### config.mk
export PLATFORM = sky130hd
export DESIGN_NAME = sub_mod_pipe
export DESIGN_NICKNAME = d
export VERILOG_FILES = /design/src/rtl/mod_arith_pkg.sv /design/src/rtl/sub_mod_stage_reg.sv /design/src/rtl/sub_mod_pipe.sv
export SDC_FILE = /design/constraint.sdc
export NUM_CORES = 1
export LEC_CHECK = 0
export CAP_MARGIN = 20
export CORE_MARGIN = 5
export CORE_UTILIZATION = 50
export CTS_CLUSTER_SIZE = 25
export DETAILED_ROUTE_END_ITERATION = 8
export DONT_BUFFER_PORTS = 1
export GPL_ROUTABILITY_DRIVEN = 0
export PLACE_DENSITY = 0.73
export SLEW_MARGIN = 10
export SYNTH_ARGS = -nofsm -noshare
export SYNTH_HDL_FRONTEND = slang
export SYNTH_SLANG_ARGS = --single-unit
### constraint.sdc
create_clock -name clk -period 2.93 [get_ports clk]
set_input_delay 0.4395 -clock clk [delete_from_list [all_inputs] [get_ports clk]]
set_output_delay 0.4395 -clock clk [all_outputs]
set_load 0.1 [all_outputs]
### src/rtl/mod_arith_pkg.sv
// Shared modular-arithmetic definitions for the NTT/FFT datapath.
// Used by the modular subtractor, the modular adder and the butterfly.
package mod_arith_pkg;

   localparam int DW     = 32;
   localparam int DW_EXT = DW + 1;

   typedef logic [DW-1:0]     data_t;
   typedef logic [DW_EXT-1:0] ext_t;

   // Stage-1 payload: the raw difference plus the modulus it must be folded with.
   typedef struct packed {
      data_t q;
      ext_t  diff;
   } sub_s1_t;

   // Fold a DW_EXT-bit difference back into [0, q): a set borrow bit means the
   // difference went negative, so adding q (mod 2^DW) restores the residue.
   function automatic data_t mod_fold(input ext_t diff, input data_t q);
      data_t res;
      if (diff[DW] == 1'b1) begin
         res = diff[DW-1:0] + q;
      end else begin
         res = diff[DW-1:0];
      end
      return res;
   endfunction

endpackage

### src/rtl/sub_mod_stage_reg.sv
// Data + valid register slice with a shared enable.
// Valid follows upstream whenever enabled; data only moves on a valid transfer.
module sub_mod_stage_reg #(
   parameter int W = 8
) (
   input  logic         clk,
   input  logic         rst_n,
   input  logic         en_i,
   input  logic         valid_i,
   input  logic [W-1:0] data_i,
   output logic         valid_o,
   output logic [W-1:0] data_o
);

   logic         valid_q;
   logic [W-1:0] data_q;

   // Valid bit: reloaded from upstream every enabled cycle, held otherwise.
   always_ff @(posedge clk or negedge rst_n) begin
      if (!rst_n) begin
         valid_q <= 1'b0;
      end else if (en_i) begin
         valid_q <= valid_i;
      end else begin
         valid_q <= valid_q;
      end
   end

   // Payload: captured only when a valid item actually enters the slice.
   always_ff @(posedge clk or negedge rst_n) begin
      if (!rst_n) begin
         data_q <= '0;
      end else if (en_i && valid_i) begin
         data_q <= data_i;
      end else begin
         data_q <= data_q;
      end
   end

   assign valid_o = valid_q;
   assign data_o  = data_q;

endmodule

### src/rtl/sub_mod_pipe.sv
// Two-stage pipelined modular subtractor: result = (a_in - b_in) mod q.
// Stage 1 forms the borrow-extended difference and snapshots q; stage 2 folds.
// Full valid/ready backpressure; the modulus register only loads when idle.
module sub_mod_pipe
   import mod_arith_pkg::*;
(
   input  logic          clk,
   input  logic          rst_n,
   input  logic          q_load,
   input  logic [DW-1:0] q_in,
   output logic          q_busy,
   output logic          q_err,
   input  logic          in_valid,
   output logic          in_ready,
   input  logic [DW-1:0] a_in,
   input  logic [DW-1:0] b_in,
   output logic          out_valid,
   input  logic          out_ready,
   output logic [DW-1:0] result
);

   logic    v1_s;
   logic    v2_s;
   logic    en1_s;
   logic    en2_s;
   sub_s1_t s1_d;
   sub_s1_t s1_q;
   data_t   s2_d;
   data_t   q_q;
   data_t   q_d;
   logic    q_err_q;
   logic    q_err_d;

   // Backpressure chain: a stage may load when it is empty or its consumer drains it.
   assign en2_s    = !v2_s || out_ready;
   assign en1_s    = !v1_s || en2_s;
   assign in_ready = en1_s;

   // Stage-1 payload: borrow-extended difference plus the modulus in force now,
   // so later modulus reloads never disturb in-flight pairs.
   always_comb begin
      s1_d      = '0;
      s1_d.q    = q_q;
      s1_d.diff = {1'b0, a_in} - {1'b0, b_in};
   end

   sub_mod_stage_reg #(
      .W($bits(sub_s1_t))
   ) u_stage1 (
      .clk     (clk),
      .rst_n   (rst_n),
      .en_i    (en1_s),
      .valid_i (in_valid && en1_s),
      .data_i  (s1_d),
      .valid_o (v1_s),
      .data_o  (s1_q)
   );

   // Stage-2 payload: fold the negative differences back into [0, q).
   always_comb begin
      s2_d = '0;
      s2_d = mod_fold(s1_q.diff, s1_q.q);
   end

   sub_mod_stage_reg #(
      .W(DW)
   ) u_stage2 (
      .clk     (clk),
      .rst_n   (rst_n),
      .en_i    (en2_s),
      .valid_i (v1_s),
      .data_i  (s2_d),
      .valid_o (v2_s),
      .data_o  (result)
   );

   assign out_valid = v2_s;

   // Any pending or arriving pair blocks a modulus change.
   assign q_busy = v1_s || v2_s || in_valid;

   // Modulus load decision: accept when idle, otherwise flag a sticky error.
   always_comb begin
      q_d     = q_q;
      q_err_d = q_err_q;
      if (q_load) begin
         if (!q_busy) begin
            q_d     = q_in;
            q_err_d = 1'b0;
         end else begin
            q_err_d = 1'b1;
         end
      end else begin
         q_d     = q_q;
         q_err_d = q_err_q;
      end
   end

   // Modulus and load-error registers.
   always_ff @(posedge clk or negedge rst_n) begin
      if (!rst_n) begin
         q_q     <= '0;
         q_err_q <= 1'b0;
      end else begin
         q_q     <= q_d;
         q_err_q <= q_err_d;
      end
   end

   assign q_err = q_err_q;

endmodule

==> flow_summary.yaml, run 1 <==
sta:
  rsz0062_at_grt: "false"
  slew_headroom_pct: 36.08
  finalCriticalPeriod_ns: 2.795
  worst_pin_slew_ns: 0.9589
  maxSlewViolCount: 0
  post-route-period-util_pct: 95.39
  setup_tns_ns: 0
  setup_violations: 0
  hold_slack_ns: -0.2876
  fin_worst_skew_ns: 0.01778
  clock.fmax_mhz: 357.8
  finalHoldViolations: 132
setup_path:
  cp_max_fo: 3
  required_ns: 3.23
  critPathBufInv: 1
  setup.worst_path.start_class: "flip-flop"
  max_stage_delay_ns: 0.39
  cp_slowest_cell: "dfrtp_1"
  cp.arrival_ns: 3.09
  path_delay_family: "compound AO/OA/AOI/OAI gates"
  cp_cell_sequence: "ha_1, fa_2, a21oi_1, nor2_1, nor4b_2, buf_4, o21ai_1, nand3_1, o21bai_1, a311oi_1, mux2i_1, nand2_1"
  end_kind: "flip-flop"
  path_class: "reg -> reg"
synthesis:
  ys_ff_latch: 132
  avgSynthCellArea_sq_um: 9.403
  synth.distinct_cells: 65
  syn_area_sq_um: 8576
  seq_area_frac_synth_pct: 38.52
  synthCells: 912
  synth_edf_count: 0
  ys.flop_type: "dfrtp_1"
  synth_fp_nets: 1078
  ys_warn_count: 0
  synthArstFlopShare_pct: 100.0
global_routing:
  antenna_found_initial: 2
  grt-ovfl-total: 0
  grt.total_usage_pct: 21.16
  grt_max_degree: 133
  grt_pass1_vias: 6658
  grt_first_pass_wirelength_mm: 34.02
clock_tree:
  cts_buffer_depth: 2
  htree_levels: 4
  cts_tree: "built"
  cts_buffers: 17
  cts-root-buf: "clkbuf_16"
  clk_latency_ns: 0.42
  cts_num_sinks: 132
  clk_pin_slew_ns: 0.06
die:
  die_area_sq_um: 19870
  io_pins: 137
  core_area_sq_um: 16700
  start_util_pct: 51.35
  die_h_um: 141.0
  fp.dieW_um: 141.0
  rows: 47
drt:
  wire_per_inst_um: 17.86
  viasPerCell: 5.819
  vias: 6686
  first_pass_iters: 5
  drc: 0
  wirelength_mm: 20.52
  drt_iter0_drc: 506
  ant_nets: 0
finish:
  area_growth_syn_to_layout_pct: 10.64
  multiInputGateArea_sq_um: 4980
  n_antenna_cell: 0
  seq_area_sq_um: 3304
  mostFrequentLayoutCell: "dfrtp_1"
  final_cells: 1149
  fillers: 1467
  layout-drive-gt1-share_pct: 16.68
  final_cell_mix: "dfrtp_1 (131), nand2_1 (103), a21oi_1 (85)"
  final_nets: 1082
placement:
  dp_cells: 1115
  port_buffers: 0
  hpwl_mm: 15.55
run:
  max-cap-violations: 0
power_and_ir_drop:
  irDropWorstVdd_mv: 0.5454
  power.leakage_nw: 4.373
  powerDensity_nw_per_um2: 1022
status:
  outcome: "finished, violations left"
  violations: "negative hold slack"
hold_path:
  hold_path_class: "in -> async"
kinds of logic (layout without fill, tap and decap cells):
kind of cell / Yosys count / count (layout) / synth area share [%]
AO/OA/AOI/OAI: 272 / 272 / 20.32
AND/OR/NAND/NOR: 229 / 229 / 12.12
flip-flops: 132 / 132 / 38.52
buffers and inverters: 82 / 99 / 3.808
multiplexers: 79 / 79 / 10.15
adder cells (fa/ha/maj): 65 / 65 / 9.659
XOR/XNOR: 53 / 53 / 5.413
repair_timing:
action	4_1_cts	5_1_grt
endpoints found under the hold margin	132	132
setup endpoints to repair	0	8
gates resized for setup	0	7
setup buffers	0	2
power by group:
group / internal (mW) / switching, mW / leakage [nW] / total, mW
Sequential: 2.37 / 1.91 / 1.61 / 4.29
Combinational: 1.53 / 1.84 / 2.49 / 3.37
Clock: 1.19 / 0.848 / 0.277 / 2.03
Total: 5.09 / 4.60 / 4.37 / 9.69
Yosys cell counts, drive strengths merged, types with 13 or more instances:
| library cell | number | area (sq um) |
|---|---|---|
| a21oi | 88 | 455.4 |
| ha | 63 | 788.3 |
| a21o | 27 | 202.7 |
| nand3 | 13 | 65.06 |
| nand2 | 104 | 390.4 |
| mux2 | 64 | 720.7 |
| clkbuf | 28 | 105.1 |
| xor2 | 20 | 175.2 |
| mux2i | 15 | 150.1 |
| xnor2 | 33 | 289.0 |
| inv | 42 | 157.7 |
| dfrtp | 132 | 3303 |
| and3 | 16 | 106.4 |
| nor2 | 48 | 180.2 |
| o21ai | 89 | 468.0 |
per-stage QoR:
stage | setup slack (ns) | instance area, sq um | power (mW) | utilization [%] | hold slack [ns]
after CTS | 0.02228 | 9449 | 9.665 | 56.58 | -0.3013
after global routing | 0.006692 | 9488 | 10.29 | 56.81 | -0.3014
after global placement | 0.09095 | 8879 | 7.513 | 53.16 | 0.1490
after detailed placement | 0.04624 | 8879 | 7.594 | 53.16 | 0.1471
after floorplan | 0.03364 | 8579 | 6.694 | - | 0.1439
final | 0.1351 | 9488 | 9.695 | 56.81 | -0.2876
cell type report:
| cell class | count | area share [%] |
|---|---|---|
| Tap cell | 220 | 2.901 |
| Multi-Input combinational cell | 698 | 52.49 |
| Inverter | 42 | 1.662 |
| Timing Repair Buffer | 25 | 2.110 |
| Sequential cell | 132 | 34.83 |
| Clock inverter | 15 | 1.530 |
| Clock buffer | 17 | 4.484 |
worst reg2reg max path, delay by kind of cell (launching register included):
family	cells	cell delay, ns
adders and majority gates	2	0.59
DFF	1	0.39
muxes	1	0.23
AOI/OAI and AO/OA	4	0.74
and+or+nand+nor	4	0.55
buffers and inverters	1	0.16
state kept, by name, indices dropped and copies added, names as in the netlist:
| register | cells |
|---|---|
| u_stage1.data_o | 65 |
| q_q | 32 |
| u_stage1.valid_o | 1 |
| u_stage2.valid_o | 1 |
| q_err | 1 |
| u_stage2.data_o | 32 |
per-layer routing:
metal  vias to the layer above  global-route usage [%]  wire length, um
met4                         4                   6.272              257
met1                      3152                   30.36             9562
met2                       225                   31.78             8942
met3                        24                   5.283             1732
li1                       3281                       -                -
met5                         -                       0               27
worst paths after layout:
path | slack (ns) | depth (start not counted) | to | start
worst max register to register | 0.14 | 12 | u_stage2.data_o[28] | u_stage1.data_o[0]
worst max-delay path | 0.14 | 12 | u_stage2.data_o[28] | u_stage1.data_o[0]
worst min register to register | 0.50 | 1 | q_q[30] | q_q[30]
min in group clk | 0.14 | 1 | u_stage1.valid_o | in_valid
max in group asynchronous | 3.04 | 0 | u_stage2.data_o[26] | rst_n
worst min-delay path | -0.29 | 0 | q_q[11] | rst_n
(Power assumes the default switching activity.)
==> run 2: changes to the inputs <==
Settings changed: GPL_TIMING_DRIVEN set to 0.
Clock period 2.93 ns to 3 ns, I/O delays scaled along.
==> run 2 against run 1 <==
Against the previous run:
- the run still ends with negative hold slack left
- core utilization rose by 0.80 points
- cell count rose by 1.6%
- non-clock buffer count rose by 17
- worst setup slack got worse by 0.049 ns
- largest power group unchanged
- clock skew fell by 0.011 ns
- clock power rose by 16%
- wire length rose by 6.3%
- worst hold slack improved by 0.019 ns
- critical path depth fell by 8
- die area did not move
- first-iteration DRC count rose by 28%
==> flow_summary.yaml, run 2 (synthesized netlist as in run 1, its figures left out) <==
clock_tree:
  cts_num_sinks: 132
  clk_latency_ns: 0.42
  htree_levels: 4
  cts_setup_buffers: 0
  cts_buffer_depth: 2
  cts_tree: "built"
  clk_pin_slew_ns: 0.06
  cts_buffers: 17
  cts-root-buf: "clkbuf_16"
run:
  max-cap-violations: 0
finish:
  fillers: 1441
  multiInputGateArea_sq_um: 5000
  largest_register_ffs: 65
  final_cells: 1167
  mostFrequentLayoutCell: "dfrtp_1"
  final_cell_mix: "dfrtp_1 (131), nand2_1 (104), a21oi_1 (85)"
  area_growth_syn_to_layout_pct: 12.20
  layout-drive-gt1-share_pct: 15.12
  final_nets: 1099
  seq_area_sq_um: 3304
  final_area_sq_um: 9622
sta:
  finalHoldViolations: 132
  slew_headroom_pct: 35.37
  setup_violations: 0
  finalCriticalPeriod_ns: 2.914
  maxSlewViolCount: 0
  post-route-period-util_pct: 97.14
  worst_pin_slew_ns: 0.9694
  clock.fmax_mhz: 343.2
  fin_worst_skew_ns: 0.006808
  hold_slack_ns: -0.2685
setup_path:
  required_ns: 3.30
  cp_cell_sequence: "or3_2, nor2_2, clkbuf_1, mux2_2"
  end_kind: "flip-flop"
  cp_slowest_cell: "or3_2"
  cp.arrival_ns: 3.21
  max_stage_delay_ns: 0.84
  cp_max_fo: 10
  ff2ff_path_depth: 4
  path_class: "reg -> reg"
  setup.worst_path.start_class: "flip-flop"
die:
  die_area_sq_um: 19870
  die_h_um: 141.0
  core_area_sq_um: 16700
  start_util_pct: 51.35
  io_pins: 137
  fp.dieW_um: 141.0
  rows: 47
global_routing:
  top_usage_layer: "met2"
  grt_first_pass_wirelength_mm: 35.36
  grt.total_usage_pct: 22.09
  grt_max_degree: 133
  met2_usage_pct: 34.68
  grtUsageMet1_pct: 29.41
  grt-ovfl-total: 0
  grt_pass1_vias: 6987
  antenna_found_initial: 2
  use_met3_pct: 5.418
drt:
  wire_per_inst_um: 18.69
  wirelength_mm: 21.81
  ant_nets: 0
  drc: 0
  drt_iter0_drc: 648
  first_pass_iters: 5
  viasPerCell: 5.865
  vias: 6845
placement:
  hpwl_mm: 16.40
  port_buffers: 0
  dp_cells: 1134
  dpl-instance-area_sq_um: 8891
hold_path:
  hold_path_class: "in -> async"
status:
  outcome: "finished, violations left"
  violations: "negative hold slack"
power_and_ir_drop:
  power.leakage_nw: 4.410
  powerDensity_nw_per_um2: 1022
  irDropWorstVdd_mv: 0.4504
-- run 2: worst max-delay path: cells and delay by family, from the launching register on --
kind,cells,cell delay [ns]
flip-flops,1,0.61
multiplexers,1,0.41
AND/OR/NAND/NOR,2,1.28
buffers and inverters,1,0.49
-- run 2: path summary, 6_finish.rpt --
check,end,slack (ns),startpoint
worst max-delay path,q_q[10],0.09,u_stage2.valid_o
worst min-delay path,q_q[1],-0.27,rst_n
worst max register to register,q_q[10],0.09,u_stage2.valid_o
worst min register to register,u_stage1.data_o[60],0.50,q_q[27]
max in group asynchronous,u_stage2.valid_o,3.12,rst_n
min in group clk,u_stage1.valid_o,0.14,in_valid
-- run 2: per-layer routing --
layer	routed length, um	part of all wire, %
met1	9413	43
met2	9837	45
met3	1784	8.2
met4	763	3.5
met5	12	0.055
-- run 2: layout make-up --
type	instances	area share [%]
Clock inverter	12	2.354
Multi-Input combinational cell	698	51.96
Inverter	42	1.638
Timing Repair Buffer	2	0.4031
Sequential cell	132	34.34
Buffer	40	1.769
Clock buffer	20	4.642
Antenna cell	1	0.02601
Tap cell	220	2.861
-- run 2: through the flow --
step / setup slack [ns] / utilization, % / setup TNS, ns / hold slack, ns / power [mW]
2_1_floorplan: 0.03215 / - / 0 / 0.1544 / 6.537
4_1_cts: 0.01540 / 57.42 / 0 / -0.2852 / 9.780
5_1_grt: -0.01913 / 57.61 / -0.02074 / -0.2803 / 10.37
3_3_place_gp: -0.5612 / 53.00 / -28.10 / 0.1601 / 7.240
3_5_place_dp: -0.2175 / 53.24 / -5.995 / 0.1605 / 7.328
6_report: 0.08594 / 57.61 / 0 / -0.2685 / 9.833
-- run 2: report_power, final --
group	total (mW)	switching [mW]	leakage, nW	internal, mW
registers	4.21	1.89	1.61	2.32
clock network	2.36	0.779	0.321	1.58
logic	3.26	1.83	2.48	1.43
total	9.83	4.50	4.41	5.34
-- run 2: what timing repair did --
| action | in CTS | in global routing |
|---|---|---|
| endpoints found under the hold margin | 132 | 132 |
| resized for setup | 7 | 7 |
| setup endpoints to repair | 33 | 6 |
| pin swaps | 1 | 1 |
